--- src/rtl/i2cs.sv ---
`timescale 1ns/1ps
// i2cs - I2C target byte engine.
//   Detects START / repeated START / STOP on glitch-filtered pads, matches a
//   7-bit address, ACKs written bytes and delivers them as rx_valid pulses,
//   serves read bytes through tx_valid/tx_ready while stretching SCL.
//   Pads are open-drain: *_o tied 0, *_oe=1 pulls the line low.
// Ports:
//   clk, rst_n                  clock, async active-low reset
//   i2c_scl_i/_o/_oe            SCL pad (oe = stretch)
//   i2c_sda_i/_o/_oe            SDA pad (oe = ACK or data 0)
//   rx_valid, rx_data, rx_first received write byte (first = register index)
//   tx_ready, tx_valid, tx_data read byte handshake
//   evt_start, evt_stop, busy   bus event pulses, address-matched status
//
// state  | meaning
// IDLE   | bus free, waiting for START
// ADDR   | shifting in address + R/W
// AACK   | driving ACK for our address
// WRITE  | shifting in a write byte
// WACK   | driving ACK for a write byte
// LOAD   | SCL stretched, waiting for a read byte
// READ   | shifting out a read byte
// MACK   | sampling the master's ACK/NACK
// IGNORE | not addressed or NACKed, lines released
module i2cs #(
  parameter logic [6:0]  SADDR = 7'h50,
  parameter int unsigned FILT  = 3
) (
  input  logic       clk,
  input  logic       rst_n,
  input  logic       i2c_scl_i,
  output logic       i2c_scl_o,
  output logic       i2c_scl_oe,
  input  logic       i2c_sda_i,
  output logic       i2c_sda_o,
  output logic       i2c_sda_oe,
  output logic       rx_valid,
  output logic [7:0] rx_data,
  output logic       rx_first,
  output logic       tx_ready,
  input  logic       tx_valid,
  input  logic [7:0] tx_data,
  output logic       evt_start,
  output logic       evt_stop,
  output logic       busy
);

  localparam int unsigned   FW    = (FILT > 1) ? $clog2(FILT) : 1;
  localparam logic [FW-1:0] FLOAD = FW'(FILT - 1);

  typedef enum logic [3:0] {
    ST_IDLE, ST_ADDR, ST_AACK, ST_WRITE, ST_WACK,
    ST_LOAD, ST_READ, ST_MACK, ST_IGNORE
  } state_t;

  // index 0 = SCL, 1 = SDA; idle bus level is high so reset there
  logic [1:0]    w_pad;
  logic [1:0]    r_sync1, r_sync2, r_flt, r_flt_d;
  logic [FW-1:0] r_fcnt [2];

  assign w_pad = {i2c_sda_i, i2c_scl_i};

  // A new level is accepted after FILT consecutive samples that differ from
  // the current filtered level; the down-counter reloads on any agreeing sample.
  always_ff @(posedge clk or negedge rst_n) begin
    if (!rst_n) begin
      r_sync1 <= 2'b11;
      r_sync2 <= 2'b11;
      r_flt   <= 2'b11;
      r_flt_d <= 2'b11;
      for (int i = 0; i < 2; i++) r_fcnt[i] <= FLOAD;
    end else begin
      r_sync1 <= w_pad;
      r_sync2 <= r_sync1;
      r_flt_d <= r_flt;
      for (int i = 0; i < 2; i++) begin
        if (r_sync2[i] == r_flt[i]) begin
          r_fcnt[i] <= FLOAD;
        end else if (r_fcnt[i] == '0) begin
          r_flt[i]  <= r_sync2[i];
          r_fcnt[i] <= FLOAD;
        end else begin
          r_fcnt[i] <= r_fcnt[i] - 1'b1;
        end
      end
    end
  end

  logic w_sda, w_scl_r, w_scl_f, w_start, w_stop;
  assign w_sda   = r_flt[1];
  assign w_scl_r =  r_flt[0] & ~r_flt_d[0];
  assign w_scl_f = ~r_flt[0] &  r_flt_d[0];
  // SCL must be high on both samples so a simultaneous SCL/SDA move is not a bus condition
  assign w_start =  r_flt_d[1] & ~r_flt[1] & r_flt[0] & r_flt_d[0];
  assign w_stop  = ~r_flt_d[1] &  r_flt[1] & r_flt[0] & r_flt_d[0];

  state_t     r_state, w_state_nx;
  logic [2:0] r_cnt, w_cnt_nx;
  logic [7:0] r_shift, w_shift_nx, r_rx_data, w_rx_data_nx, w_byte;
  logic       r_sda_oe, w_sda_oe_nx, r_scl_oe, w_scl_oe_nx;
  logic       r_ph, w_ph_nx, r_rw, w_rw_nx, r_first, w_first_nx, r_busy, w_busy_nx;
  logic       r_rx_valid, w_rx_valid_nx, r_rx_first, w_rx_first_nx;
  logic       r_evt_start, w_evt_start_nx, r_evt_stop, w_evt_stop_nx;

  assign w_byte = {r_shift[6:0], w_sda};

  always_ff @(posedge clk or negedge rst_n) begin
    if (!rst_n) begin
      r_state     <= ST_IDLE;
      r_cnt       <= 3'd7;
      r_shift     <= '0;
      r_rx_data   <= '0;
      r_sda_oe    <= 1'b0;
      r_scl_oe    <= 1'b0;
      r_ph        <= 1'b0;
      r_rw        <= 1'b0;
      r_first     <= 1'b0;
      r_busy      <= 1'b0;
      r_rx_valid  <= 1'b0;
      r_rx_first  <= 1'b0;
      r_evt_start <= 1'b0;
      r_evt_stop  <= 1'b0;
    end else begin
      r_state     <= w_state_nx;
      r_cnt       <= w_cnt_nx;
      r_shift     <= w_shift_nx;
      r_rx_data   <= w_rx_data_nx;
      r_sda_oe    <= w_sda_oe_nx;
      r_scl_oe    <= w_scl_oe_nx;
      r_ph        <= w_ph_nx;
      r_rw        <= w_rw_nx;
      r_first     <= w_first_nx;
      r_busy      <= w_busy_nx;
      r_rx_valid  <= w_rx_valid_nx;
      r_rx_first  <= w_rx_first_nx;
      r_evt_start <= w_evt_start_nx;
      r_evt_stop  <= w_evt_stop_nx;
    end
  end

  always_comb begin
    w_state_nx     = r_state;
    w_cnt_nx       = r_cnt;
    w_shift_nx     = r_shift;
    w_rx_data_nx   = r_rx_data;
    w_sda_oe_nx    = r_sda_oe;
    w_scl_oe_nx    = r_scl_oe;
    w_ph_nx        = r_ph;
    w_rw_nx        = r_rw;
    w_first_nx     = r_first;
    w_busy_nx      = r_busy;
    w_rx_valid_nx  = 1'b0;
    w_rx_first_nx  = 1'b0;
    w_evt_start_nx = 1'b0;
    w_evt_stop_nx  = 1'b0;
    if (w_start) begin
      w_state_nx     = ST_ADDR;
      w_cnt_nx       = 3'd7;
      w_sda_oe_nx    = 1'b0;
      w_scl_oe_nx    = 1'b0;
      w_ph_nx        = 1'b0;
      w_first_nx     = 1'b1;
      w_busy_nx      = 1'b0;
      w_evt_start_nx = 1'b1;
    end else if (w_stop) begin
      w_state_nx    = ST_IDLE;
      w_sda_oe_nx   = 1'b0;
      w_scl_oe_nx   = 1'b0;
      w_ph_nx       = 1'b0;
      w_busy_nx     = 1'b0;
      w_evt_stop_nx = 1'b1;
    end else begin
      case (r_state)
        ST_ADDR: if (w_scl_r) begin
          w_shift_nx = w_byte;
          if (r_cnt == 3'd0) begin
            w_cnt_nx = 3'd7;
            if (w_byte[7:1] == SADDR) begin
              w_busy_nx  = 1'b1;
              w_rw_nx    = w_byte[0];
              w_ph_nx    = 1'b0;
              w_state_nx = ST_AACK;
            end else begin
              w_state_nx = ST_IGNORE;
            end
          end else begin
            w_cnt_nx = r_cnt - 3'd1;
          end
        end
        // r_ph: 0 = ACK not yet driven, 1 = ACK on the bus until the 9th falling edge
        ST_AACK, ST_WACK: if (w_scl_f) begin
          if (!r_ph) begin
            w_sda_oe_nx = 1'b1;
            w_ph_nx     = 1'b1;
          end else begin
            w_sda_oe_nx = 1'b0;
            w_ph_nx     = 1'b0;
            if (r_state == ST_AACK && r_rw) begin
              w_state_nx  = ST_LOAD;
              w_scl_oe_nx = 1'b1;
            end else begin
              w_state_nx = ST_WRITE;
              w_cnt_nx   = 3'd7;
            end
          end
        end
        ST_WRITE: if (w_scl_r) begin
          w_shift_nx = w_byte;
          if (r_cnt == 3'd0) begin
            w_rx_valid_nx = 1'b1;
            w_rx_data_nx  = w_byte;
            w_rx_first_nx = r_first;
            w_first_nx    = 1'b0;
            w_ph_nx       = 1'b0;
            w_cnt_nx      = 3'd7;
            w_state_nx    = ST_WACK;
          end else begin
            w_cnt_nx = r_cnt - 3'd1;
          end
        end
        // SDA and SCL registers update on the same edge, so SCL is released
        // exactly when bit 7 appears on SDA
        ST_LOAD: begin
          w_scl_oe_nx = 1'b1;
          if (tx_valid) begin
            w_shift_nx  = tx_data;
            w_sda_oe_nx = ~tx_data[7];
            w_scl_oe_nx = 1'b0;
            w_cnt_nx    = 3'd7;
            w_state_nx  = ST_READ;
          end
        end
        ST_READ: if (w_scl_f) begin
          if (r_cnt == 3'd0) begin
            w_sda_oe_nx = 1'b0;
            w_ph_nx     = 1'b0;
            w_state_nx  = ST_MACK;
          end else begin
            w_sda_oe_nx = ~r_shift[6];
            w_shift_nx  = {r_shift[6:0], 1'b0};
            w_cnt_nx    = r_cnt - 3'd1;
          end
        end
        ST_MACK: begin
          if (!r_ph) begin
            if (w_scl_r) begin
              if (w_sda) w_state_nx = ST_IGNORE;
              else       w_ph_nx    = 1'b1;
            end
          end else if (w_scl_f) begin
            w_ph_nx     = 1'b0;
            w_scl_oe_nx = 1'b1;
            w_state_nx  = ST_LOAD;
          end
        end
        ST_IDLE, ST_IGNORE: ;
        default: w_state_nx = ST_IDLE;
      endcase
    end
  end

  assign i2c_scl_o  = 1'b0;
  assign i2c_sda_o  = 1'b0;
  assign i2c_scl_oe = r_scl_oe;
  assign i2c_sda_oe = r_sda_oe;
  assign rx_valid   = r_rx_valid;
  assign rx_data    = r_rx_data;
  assign rx_first   = r_rx_first;
  assign tx_ready   = (r_state == ST_LOAD);
  assign evt_start  = r_evt_start;
  assign evt_stop   = r_evt_stop;
  assign busy       = r_busy;

endmodule

--- config.mk ---
export PLATFORM = sky130hd
export DESIGN_NAME = i2cs
export DESIGN_NICKNAME = d
export VERILOG_FILES = /design/src/rtl/i2cs.sv
export SDC_FILE = /design/constraint.sdc
export NUM_CORES = 1
export LEC_CHECK = 0
export BUFFER_PORTS_ARGS = -buffer_cell sky130_fd_sc_hd__buf_4
export CELL_PAD_IN_SITES_DETAIL_PLACEMENT = 1
export CELL_PAD_IN_SITES_GLOBAL_PLACEMENT = 2
export CORE_ASPECT_RATIO = 1.2
export CORE_MARGIN = 2
export CORE_UTILIZATION = 37
export DETAILED_ROUTE_END_ITERATION = 16
export PLACE_DENSITY = 0.85
export SYNTH_ARGS = -nofsm -noshare
export SYNTH_HDL_FRONTEND = slang
export SYNTH_SLANG_ARGS = --single-unit
--- constraint.sdc ---
create_clock -name clk -period 2.6 [get_ports clk]
set_clock_uncertainty 0.15 [all_clocks]
set_input_delay 0.13 -clock clk [delete_from_list [all_inputs] [get_ports clk]]
set_output_delay 0.13 -clock clk [all_outputs]
set_load 0.1 [all_outputs]
## Yosys cells after proc, flatten, opt, wreduce, memory -nomap -nowiden

Index checks and enable logic that the tools add are counted.

- Flip-flop bits (word level): 44
- Bits in latches: 0
- Memory bits (writable): 0
- Bits in read-only memories: 0
- Input bits: 13
- Output and inout bits: 18
- Logic and storage cells: 206
- Memories kept: 0

- Add/sub/neg operators: 3
- Multipliers: 0
- Div/mod/pow operators: 0
- $lt $le $gt $ge: 0
- Eq/ne operators: 40
- Shifts and indexed selects: 0
- Mux-type cells: 92
- Bitwise logic cells: 18
- Reductions and logical operators: 32

Operators with widths:

| operator | number |
|---|---|
| 4-bit two-way mux | 16 |
| 1-bit two-way mux | 51 |
| 4-bit != test, second input constant | 12 |
| 3-bit two-way mux | 11 |
| 7-bit two-way mux | 4 |
| 4-bit one-hot mux with 7 select lines | 1 |
| 7-bit one-hot mux with 3 select lines | 1 |
| 3-bit != test, second input constant | 6 |
| 4-bit by 3-bit == test with 1-bit output, second input constant | 4 |
| 5-bit != test, second input constant | 3 |
| 3-bit nonzero test | 5 |
| 5-bit nonzero test | 3 |
| 7-bit AND reduction | 2 |
| 13-bit AND reduction | 1 |
| 3-bit one-hot mux with 4 select lines | 1 |
| 4-bit AND reduction | 3 |
| 6-bit AND reduction | 2 |
| 1-bit NOT | 10 |
| 9-bit AND reduction | 1 |
| 1-bit bitwise AND | 8 |
| 4-bit by 2-bit == test with 1-bit output, second input constant | 2 |
| 2-bit two-way mux | 4 |
| 7-bit == test, second input constant | 1 |
| 7-bit nonzero test | 1 |
| other kinds (19) | 32 |

## Longest topological paths before layout

Gate-level depths: netlist of the first run.

- Depth after elaboration: 8
- Depth in mapped cells: 10
- Gate-level depth less buffers: 8

## Least setup slack after synthesis of the first run

OpenSTA, ideal clock, no wires.

- Kind: reg-to-reg
- Start point: register r_state[3]
- End point: register r_shift[0]
- Library setup time: 0.128 ns
- Arrival: 2.242 ns
- Data required time: 2.322 ns
- Setup slack: 0.080 ns
- Cell stages (with the launch flop): 6
- Buffers on the path: 1
- Clock period less this slack: 2.520 ns
- Cell sequence: dfrtp_1 > and4bb_2 > buf_1 > nor2_1 > a22oi_1 > a21oi_1

- Elaborated cells between the ends (all ways): 12
- Classes of those cells: eq/ne (8); mux (1); reduce/logical (3)

RTL lines:

| element | line | RTL |
|---|---|---|
| start: declaration | 97 | `state_t r_state, w_state_nx;` |
| start signal: assignment | 124 | `r_state <= w_state_nx;` |
| 4-bit by 3-bit == test with 1-bit output * | -- |  |
| via tx_ready | 40 | `output logic tx_ready,` |
| 2-bit by 1-bit != test with 1-bit output (no line) / 3-bit nonzero test (equally long branches) | -- |  |
| 7-bit AND reduction (no line) | -- |  |
| end signal: assignment | 126 | `r_shift <= w_shift_nx;` |
| end: declaration | 99 | `logic [7:0] r_shift, w_shift_nx, r_rx_data, w_rx_data_nx, w_byte;` |

The timed path passes the listed nets; every way through them passes the cells marked *.
A chain may end at the register's enable or synchronous reset.

## Final worst setup path of the first run

- Start point: register r_cnt[0]
- End point: register r_state[0]

- Cells in the longest elaborated chain, start to end: 3
- Elaborated cells between the ends (all ways): 5
- Classes of those cells: eq/ne (3); reduce/logical (2)

Ends and longest elaborated chain:

| element | line | RTL |
|---|---|---|
| start: declaration | 98 | `logic [2:0] r_cnt, w_cnt_nx;` |
| start signal: assignment | 125 | `r_cnt <= w_cnt_nx;` |
| 3-bit logical NOT * | 176, 209, 234 |  |
| 4-bit != test (no line) | -- |  |
| 13-bit AND reduction (no line) * | -- |  |

Every way passes the cells marked *; elsewhere a longest branch is shown, timed or not.

==> results of run 1 <==
## worst min path at each step
stage	start	to	slack, ns	depth (start not counted)
after global placement	rst_n	r_state[2]	0.02	1
after CTS	tx_data[6]	r_shift[6]	0.001	3
final	tx_data[6]	r_shift[6]	-0.006	3
after global routing	tx_data[6]	r_shift[6]	0.01	3
after detailed placement	rst_n	r_state[3]	0.02	1
after floorplan	rst_n	busy	-0.32	0
## stage by stage
stage	std cells	utilization, %	area, sq um
6_report	363	46.0	2930
3_3_place_gp	346	42.7	2720
5_1_grt	363	46.0	2930
2_1_floorplan	240	-	2420
3_5_place_dp	346	42.7	2720
4_1_cts	363	46.0	2930
## layout make-up
cell class / count / area [sq um]
Clock buffer: 6 / 82.6
Clock inverter: 2 / 38.8
Fill cell: 697 / 3430
Inverter: 12 / 45.0
Multi-Input combinational cell: 167 / 1170
Sequential cell: 44 / 1120
Tap cell: 85 / 106
Timing Repair Buffer: 47 / 375
## critical path, cell delays in order, from the launching register on
cell	delay, ns
dfstp_2	0.38
inv_1	0.07
ha_1	0.18
nor2b_1	0.19
buf_4	0.17
o31ai_1	0.06
o21a_1	0.20
a311o_1	0.34
nor2_4	0.15
mux2_1	0.34
## state kept, by name, summed over array words and instances, names as in the netlist
name	flops
rx_data	8
r_shift	7
r_fcnt	4
r_state	4
r_cnt	3
r_flt	2
r_flt_d	2
r_sync1	2
r_sync2	2
busy	1
evt_start	1
evt_stop	1
i2c_scl_oe	1
i2c_sda_oe	1
r_first	1
r_ph	1
r_rw	1
rx_first	1
rx_valid	1
## placed cells by master, fill, tap and decap left out, drive strengths merged, types with 3 or more instances in the layout
cell type / n
nor2: 24
nand2b: 3
dfrtp: 31
nand4: 3
nor4: 4
buf: 38
nand3: 3
clkbuf: 6
nand2: 17
and2: 4
o21ai: 3
ha: 6
mux2i: 8
nor2b: 5
xor2: 3
a21oi: 19
inv: 12
dlygate4sd3: 9
a31oi: 4
a22oi: 3
nor3: 8
mux2: 13
dfstp: 13
## power by group through the flow
| stage | Clock (mW) | Combinational [mW] | Sequential, mW |
|---|---|---|---|
| floorplan | 0 | 1.08 | 1.19 |
| global placement | 0 | 1.47 | 1.16 |
| detailed placement | 0 | 1.49 | 1.17 |
| CTS | 0.584 | 1.51 | 1.15 |
| global route | 0.603 | 1.67 | 1.19 |
| finish | 0.566 | 1.50 | 1.16 |
## cell families (layout without fill, tap and decap cells)
logic type,Yosys count,count (layout),synth area share [%]
multiplexers,21,21,9.38
AND/OR/NAND/NOR,81,81,18.5
flip-flops,44,44,46.3
other,1,2,0.155
adder cells (fa/ha/maj),6,6,3.11
AO/OA/AOI/OAI,52,52,14.9
XOR/XNOR,5,5,2.12
buffers and inverters,29,67,5.60
## routing by layer
layer  vias to the layer above  wire length (microns)  track usage, %
met4                         0                     73            5.80
li1                        920                      -               -
met5                         -                      0               0
met2                        39                   3160            32.1
met1                       970                   2650            22.1
met3                         6                    201            3.02
## what timing repair did
item | CTS | global route
endpoints found under the hold margin | 39 | 0
hold buffers | 9 | 0
endpoints found under the setup margin | 0 | 0
==> results.md, run 1 <==
- Result of the run: finished, violations left
- Violated checks: hold timing
- Drt via density: 5.33
- Mean Syn Cell Area: 10.1 sq um
- Dominant synthesized flop cell: dfrtp_1
- Worst-path clk slew: about 0.09 ns
- GRT overflow: 0
- Die span in x: 77.8 microns
- WS Path Type: register to register
- Setup TNS: 0 ns
- Ratio of cells with drive above 1 in the final layout: 25.9%
- Placement-stage worst setup slack: ~0.28 ns
- R2r startpoint: r_cnt[0]
- CP endpoint kind: register
- Max Slew Vio Count: 0
- Reg-to-reg setup timing slack: about 0.26 ns
- Max Cap Viol: 0
- Top post-synthesis cells by area: dfrtp_1 (32%), dfstp_2 (14%), mux2_1 (4.2%)
- Seq pwr share: 35.8%
- CORE AREA: 6370 sq um
- Leak: 1.33 nW
- Post-CTS Setup Inserts: 0
- Clock buffer depth: 2
- Critical Path RT: around 2.6 ns
- Drt drc: 0
- Ys Warns: 0
- H-tree level count: 2
- CP max FO: 5
- Crit path capture: r_state[0]
- Worst setup SP type: register
- Synth top area share: 32.1%
- Total CTS buffers: 5
- VDD IR max: about 0.00055 V
- Antenna-violating nets left: 0
- EDFF count, synth: 0
- Actual slew at the worst max-slew pin: 0.576 ns
- Cts repair resizes: 0
- Hpwl dp: 4.34 mm
- Final Hold Vio Count: 1
- Fmax: 427 MHz
- All-layer global routing usage: between 10% and 20%
- Int Pwr: 1.81 mW
- Min Hold Slack: -0.00586 ns
- Critical path arrival: 2.38 ns
- Clk pwr share: 17.5%
- GP Congestion: 0.795
- Vias in the first global route: 1987
- Mapped Cells: 239
- Count leader, synth: dfrtp_1
- CTS Sinks: 44
- # IOs: 31
- Register area share after synthesis: 46.3%
- Area grow syn2layout: 21.4%
- Final-report setup violation count: 0
- Gate power share: 46.6%
- Sw frac: 44.0%
- Crit path from: r_cnt[0]
- Cell variety after synth: 55
- Initial antenna violation count: 0
- Root Driver: clkbuf_8
- CTS tree: yes
- Rel. slew slack: approximately 62%
- WL final: 6.08 mm
- Hold WC Path Type: input pin to register
- Clock network latency to the later pin of the worst-skew pair: about 0.30 ns
- DIE HEIGHT: ~90 microns
- Synth area leader: dfrtp_1
- Fin crit period: roughly 2.3 ns
- Ant diodes: 0
- Full die area: between 7000 and 8000 sq um
- Initial DRC Count: between 80 and 90
- Ys async rst share: 100%
- Post-Syn Area: 2410 sq um
- Nets: 296
- First-pass iteration count of the detailed router: 4
- Tot Pwr: 3.23 mW
- Reg2reg end: r_state[0]
- Synth top cells by count: dfrtp_1 (31), nor2_1 (22), a21oi_1 (19)
- RSZ-0062 raised after global routing: false
- PortBufs: 28
- Power Density: 1100 nW/um^2
- Via count: 1935
- WL/cell: 16.7 microns
- Row Count: 32
- Seq cells post-synth: 44
- P_sw: 1.42 mW
- Final setup margin: 0.258 ns
- Pin count of the biggest net entering global routing: 45
- Global-route wire length before repair: between 10 and 15 mm
- Post-route clock period utilization: between 90 and 100%
- Initial Util: 37.9%
- Reg2Reg Depth: 9
Note: power is estimated with default switching activity, not from simulation.
==> run 2, diff against run 1 <==
--- a/config.mk
+++ b/config.mk
@@ -13,6 +13,7 @@
 export CORE_UTILIZATION = 37
 export DETAILED_ROUTE_END_ITERATION = 16
 export PLACE_DENSITY = 0.85
+export RECOVER_POWER = 50
 export SYNTH_ARGS = -nofsm -noshare
 export SYNTH_HDL_FRONTEND = slang
 export SYNTH_SLANG_ARGS = --single-unit
==> run 2 against run 1 <==
The run still ends with hold timing left. Register-to-register slack got worse by 0.03 ns. Design area fell by 0.47%. Worst hold slack barely moved. Sequential cell count did not move. Clock power barely moved. Critical path depth fell by 3. Count of clock-buffer cells in the layout did not move. Global-route usage did not move. First-iteration DRC count did not move. Sequential share of layout area rose by 0.18 points.
==> results.md, run 2 (same netlist as run 1, synthesis figures left out) <==
- Result of the run: finished, violations left
- Violated checks: hold timing
- Hold WC Path Type: input pin to register
- Cts repair resizes: 0
- Clock network latency to the later pin of the worst-skew pair: about 0.3 ns
- Post-CTS Setup Inserts: 0
- GP Congestion: between 0.7 and 0.8
- Int Pwr: 1.79 mW
- Gate power share: between 40% and 50%
- Crit path buf inv count: 1
- Sw frac: 44.2%
- Critical Path RT: 2.64 ns
- Ratio of cells with drive above 1 in the final layout: about a quarter
- Max Cap Viol: 0
- CTS tree: yes
- Ant diodes: 0
- Actual slew at the worst max-slew pin: 1.16 ns
- Clk pwr share: 17.6%
- Max stage delay on crit path: 0.56 ns
- Initial Util: between 30% and 40%
- Most frequent cells in the layout: buf_4 (32), dfrtp_1 (31), nor2_1 (22)
- Nets: 296
- Worst hold start: tx_data[6]
- CP endpoint kind: register
- Final-report setup violation count: 0
- Setup TNS: 0 ns
- Root Driver: clkbuf_8
- Max reg flops: 8
- H-tree level count: 2
- All-layer global routing usage: 18.0%
- Commonest non-fill, non-tap cell in the layout: buf_4
- First-pass iteration count of the detailed router: 4
- CP max FO: 10
- Fin crit period: 2.37 ns
- Drt via density: 5.33
- Hpwl dp: 4.34 mm
- PortBufs: 28
- GRT overflow: 0
- Leak: 1.32 nW
- Delay-heaviest family, CP: flip-flops
- Power Density: between 1000 and 1500 nW/um^2
- VDD IR max: 0.000549 V
- Drt drc: 0
- WS Path Type: register to register
- Critical path arrival: 2.41 ns
- Total CTS buffers: 5
- Clock buffer depth: 2
- Area grow syn2layout: 20.8%
- DIE HEIGHT: roughly 93 microns
- Row Count: 32
- Initial antenna violation count: 0
- Worst-path clk slew: 0.09 ns
- Reg-to-reg setup timing slack: roughly 0.23 ns
- # IOs: 31
- WL final: 6.08 mm
- Cts hold-fix bufs: 9
- CORE AREA: 6370 sq um
- Final Hold Vio Count: 1
- Post-route clock period utilization: 91.2%
- Initial DRC Count: 88
- Fmax: ~420 MHz
- Crit path from: r_flt[1]
- Slowest cell on crit path: dfstp_2
- Die span in x: 77.8 microns
- Via count: 1933
- Worst setup SP type: register
- P_sw: ~1.4 mW
- Rel. slew slack: 22.9%
- RSZ-0062 raised after global routing: false
- Pin count of the biggest net entering global routing: 45
- Antenna-violating nets left: 0
- WL/cell: about 17 microns
- Vias in the first global route: 1987
- Seq pwr share: 35.9%
- Full die area: 7190 sq um
- Min Hold Slack: -0.00586 ns
- Crit-path cells: clkbuf_1 > xnor2_1 > a21boi_0 > a311o_1 > nor2_4 > mux2_1
- Max Slew Vio Count: 0
- Layout fillers: 699
- CTS Sinks: 44
- Global-route wire length before repair: 10.1 mm
- R2r startpoint: r_flt[1]
[run 2: power groups by stage]
stage | sequential (mW) | clock, mW | combinational, mW
6_report | 1.16 | 0.566 | 1.49
5_1_grt | 1.19 | 0.603 | 1.66
4_1_cts | 1.15 | 0.584 | 1.51
3_5_place_dp | 1.17 | 0 | 1.49
3_3_place_gp | 1.16 | 0 | 1.47
2_1_floorplan | 1.19 | 0 | 1.08
[run 2: worst reg2reg max path, cell delays in order, from the launching register on]
cell and delay (ns):
dfstp_2 0.56, clkbuf_1 0.39, xnor2_1 0.17, a21boi_0 0.10
a311o_1 0.41, nor2_4 0.15, mux2_1 0.34
[run 2: area by class of cell]
class,count,area [sq um],share of cell area (%)
tap,85,106,3.64
timing repair buffer,47,362,12.4
clock inverter,2,38.8,1.33
inverter,12,45.0,1.54
sequential,44,1120,38.3
clock buffer,6,82.6,2.83
multi-input combinational,167,1170,40.0
[run 2: final timing paths]
check / to / cells after the start
setup / recovery: r_state[0] / 6
hold / removal: r_shift[6] / 3
setup reg to reg: r_state[0] / 6
hold reg to reg: r_sync2[0] / 0
max in group asynchronous: r_fcnt[0] / 2
min in group asynchronous: r_ph / 2
[run 2: metrics by stage]
stage                     setup WS (ns)  instances  instance area, sq um  utilization [%]  power (mW)
after CTS                         0.250        363                  2930             46.0        3.25
after global placement            0.336        346                  2720             42.7        2.63
after floorplan                  0.0801        240                  2420                -        2.28
after global routing             0.0730        363                  2920             45.8        3.45
after detailed placement          0.277        346                  2720             42.7        2.66
final                             0.229        363                  2920             45.8        3.21
[run 2: per-layer routing]
layer / global-route usage (%) / share of wire [%] / vias up
met3: 3.02 / 3.3 / 6
met4: 5.80 / 1.2 / 0
met5: 0 / 0 / -
met1: 22.1 / 44 / 968
li1: - / - / 920
met2: 32.1 / 52 / 39
==> run 3, diff against run 2 <==
--- a/config.mk
+++ b/config.mk
@@ -10,9 +10,9 @@
 export CELL_PAD_IN_SITES_GLOBAL_PLACEMENT = 2
 export CORE_ASPECT_RATIO = 1.2
 export CORE_MARGIN = 2
-export CORE_UTILIZATION = 37
+export CORE_UTILIZATION = 30
 export DETAILED_ROUTE_END_ITERATION = 16
-export PLACE_DENSITY = 0.85
+export PLACE_DENSITY = 0.72
 export RECOVER_POWER = 50
 export SYNTH_ARGS = -nofsm -noshare
 export SYNTH_HDL_FRONTEND = slang
==> run 3 against run 2 <==
The flow now finishes without violations. Total power increased by 0.45%. Cell count is 2.5% higher. Register-to-register slack barely moved. Fmax shrank 0.15%. Critical path type unchanged.
==> results.md, run 3 (same netlist as run 1, synthesis figures left out) <==
- Initial Util: 31.2%
- P_sw: 1.44 mW
- H-tree level count: 2
- First-pass iteration count of the detailed router: 5
- Reg-to-reg setup timing slack: ~0.23 ns
- Ratio of cells with drive above 1 in the final layout: 25.7%
- Clock network latency to the later pin of the worst-skew pair: 0.30 ns
- Clock buffer depth: 2
- Area grow syn2layout: 21.7%
- Drt drc: 0
- WS Path Type: register to register
- Most frequent cells in the layout: buf_4 (35), dfrtp_1 (31), nor2_1 (22)
- Drt via density: 5.16
- Worst-path clk slew: 0.09 ns
- Clk pwr share: 17.2%
- Vias in the first global route: 2054
- Critical path arrival: 2.42 ns
- Critical Path RT: 2.64 ns
- Fmax: 421 MHz
- Actual slew at the worst max-slew pin: approximately 1.2 ns
- Die span in x: 85.9 microns
- CTS tree: yes
- Gate power share: 47.5%
- CTS Sinks: 44
- Via count: ~1900
- GP Congestion: 0.776
- PortBufs: 28
- Power Density: 1100 nW/um^2
- Pin count of the biggest net entering global routing: 45
- Hold WC Path Type: input pin to register
- Setup TNS: 0 ns
- Layout fillers: 854
- Max Cap Viol: 0
- Max reg flops: 8
- Int Pwr: 1.79 mW
- Antenna-violating nets left: 0
- CP max FO: 7
- Full die area: 8790 sq um
- Hpwl dp: approximately 4.5 mm
- DIE HEIGHT: 102 microns
- CORE AREA: approximately 7800 sq um
- Seq pwr share: 35.3%
- Initial antenna violation count: 0
- Final-report setup violation count: 0
- Cts hold-fix bufs: 9
- WL/cell: about 17 microns
- Worst setup SP type: register
- Global-route wire length before repair: 10.6 mm
- VDD IR max: 0.000373 V
- Nets: approximately 300
- Placement-stage worst setup slack: about 0.23 ns
- Ant diodes: 0
- Max Slew Vio Count: 0
- WL final: 6.18 mm
- Root Driver: clkbuf_8
- Rel. slew slack: roughly 22%
- Sw frac: about 45%
- Fin crit period: approximately 2.4 ns
- GRT overflow: 0
- # IOs: 31
- Post-route clock period utilization: 91.3%
- Post-CTS Setup Inserts: 0
- Initial DRC Count: 96
- Leak: around 1.3 nW
- RSZ-0062 raised after global routing: false
- Final Hold Vio Count: 0
- Result of the run: complete, no violations
- Final setup margin: about 0.23 ns
- Row Count: 35
- CP endpoint kind: register
- Cts repair resizes: 0
- Total CTS buffers: 5
- Commonest non-fill, non-tap cell in the layout: buf_4
- All-layer global routing usage: 15.6%
## run 3: area by class of cell
cell class | count | area, sq um | share of cell area [%]
Clock inverter | 3 | 46.3 | 1.58
Clock buffer | 5 | 68.8 | 2.34
Tap cell | 92 | 115 | 3.92
Sequential cell | 44 | 1120 | 38.0
Timing Repair Buffer | 49 | 380 | 12.9
Inverter | 12 | 45.0 | 1.53
Multi-Input combinational cell | 167 | 1170 | 39.7
## run 3: path summary, 6_finish.rpt
path                       startpoint          to  depth (start not counted)
max reg2reg                r_flt_d[0]  r_state[3]                          6
max in group asynchronous       rst_n        r_ph                          2
max                        r_flt_d[0]  r_state[3]                          6
min reg2reg                r_sync1[1]  r_sync2[1]                          0
min in group asynchronous       rst_n  r_state[0]                          2
min                        tx_data[3]  r_shift[3]                          3
## run 3: worst max-delay path, stage by stage (launching register included)
cell,delay (ns)
dfstp_2,0.61
nor2b_2,0.32
nor3b_1,0.10
o211a_1,0.21
o41a_1,0.36
nor2_4,0.17
mux2_1,0.34
## run 3: power by group through the flow
stage          sequential (mW)  combinational (mW)  clock (mW)
4_1_cts                   1.14                1.56       0.570
6_report                  1.14                1.53       0.554
3_3_place_gp              1.15                1.51           0
2_1_floorplan             1.19                1.08           0
5_1_grt                   1.18                1.72       0.596
3_5_place_dp              1.15                1.54           0
## run 3: metrics by stage
| step | area, sq um | power, mW | cells | hold WS (ns) | util, % |
|---|---|---|---|---|---|
| global route | 2940 | 3.49 | 372 | 0.0433 | 37.9 |
| global placement | 2740 | 2.66 | 355 | 0.0261 | 35.4 |
| detailed placement | 2740 | 2.70 | 355 | 0.0227 | 35.4 |
| floorplan | 2420 | 2.28 | 240 | -0.316 | - |
| CTS | 2950 | 3.27 | 372 | 0.0000156 | 38.0 |
| finish | 2940 | 3.23 | 372 | 0.00535 | 37.9 |
## run 3: layer usage
| layer | global-route usage (%) | share of wire [%] |
|---|---|---|
| met1 | 19.4 | 44 |
| met2 | 27.4 | 52 |
| met3 | 2.67 | 3.0 |
| met4 | 5.13 | 1.6 |
| met5 | 0 | 0 |
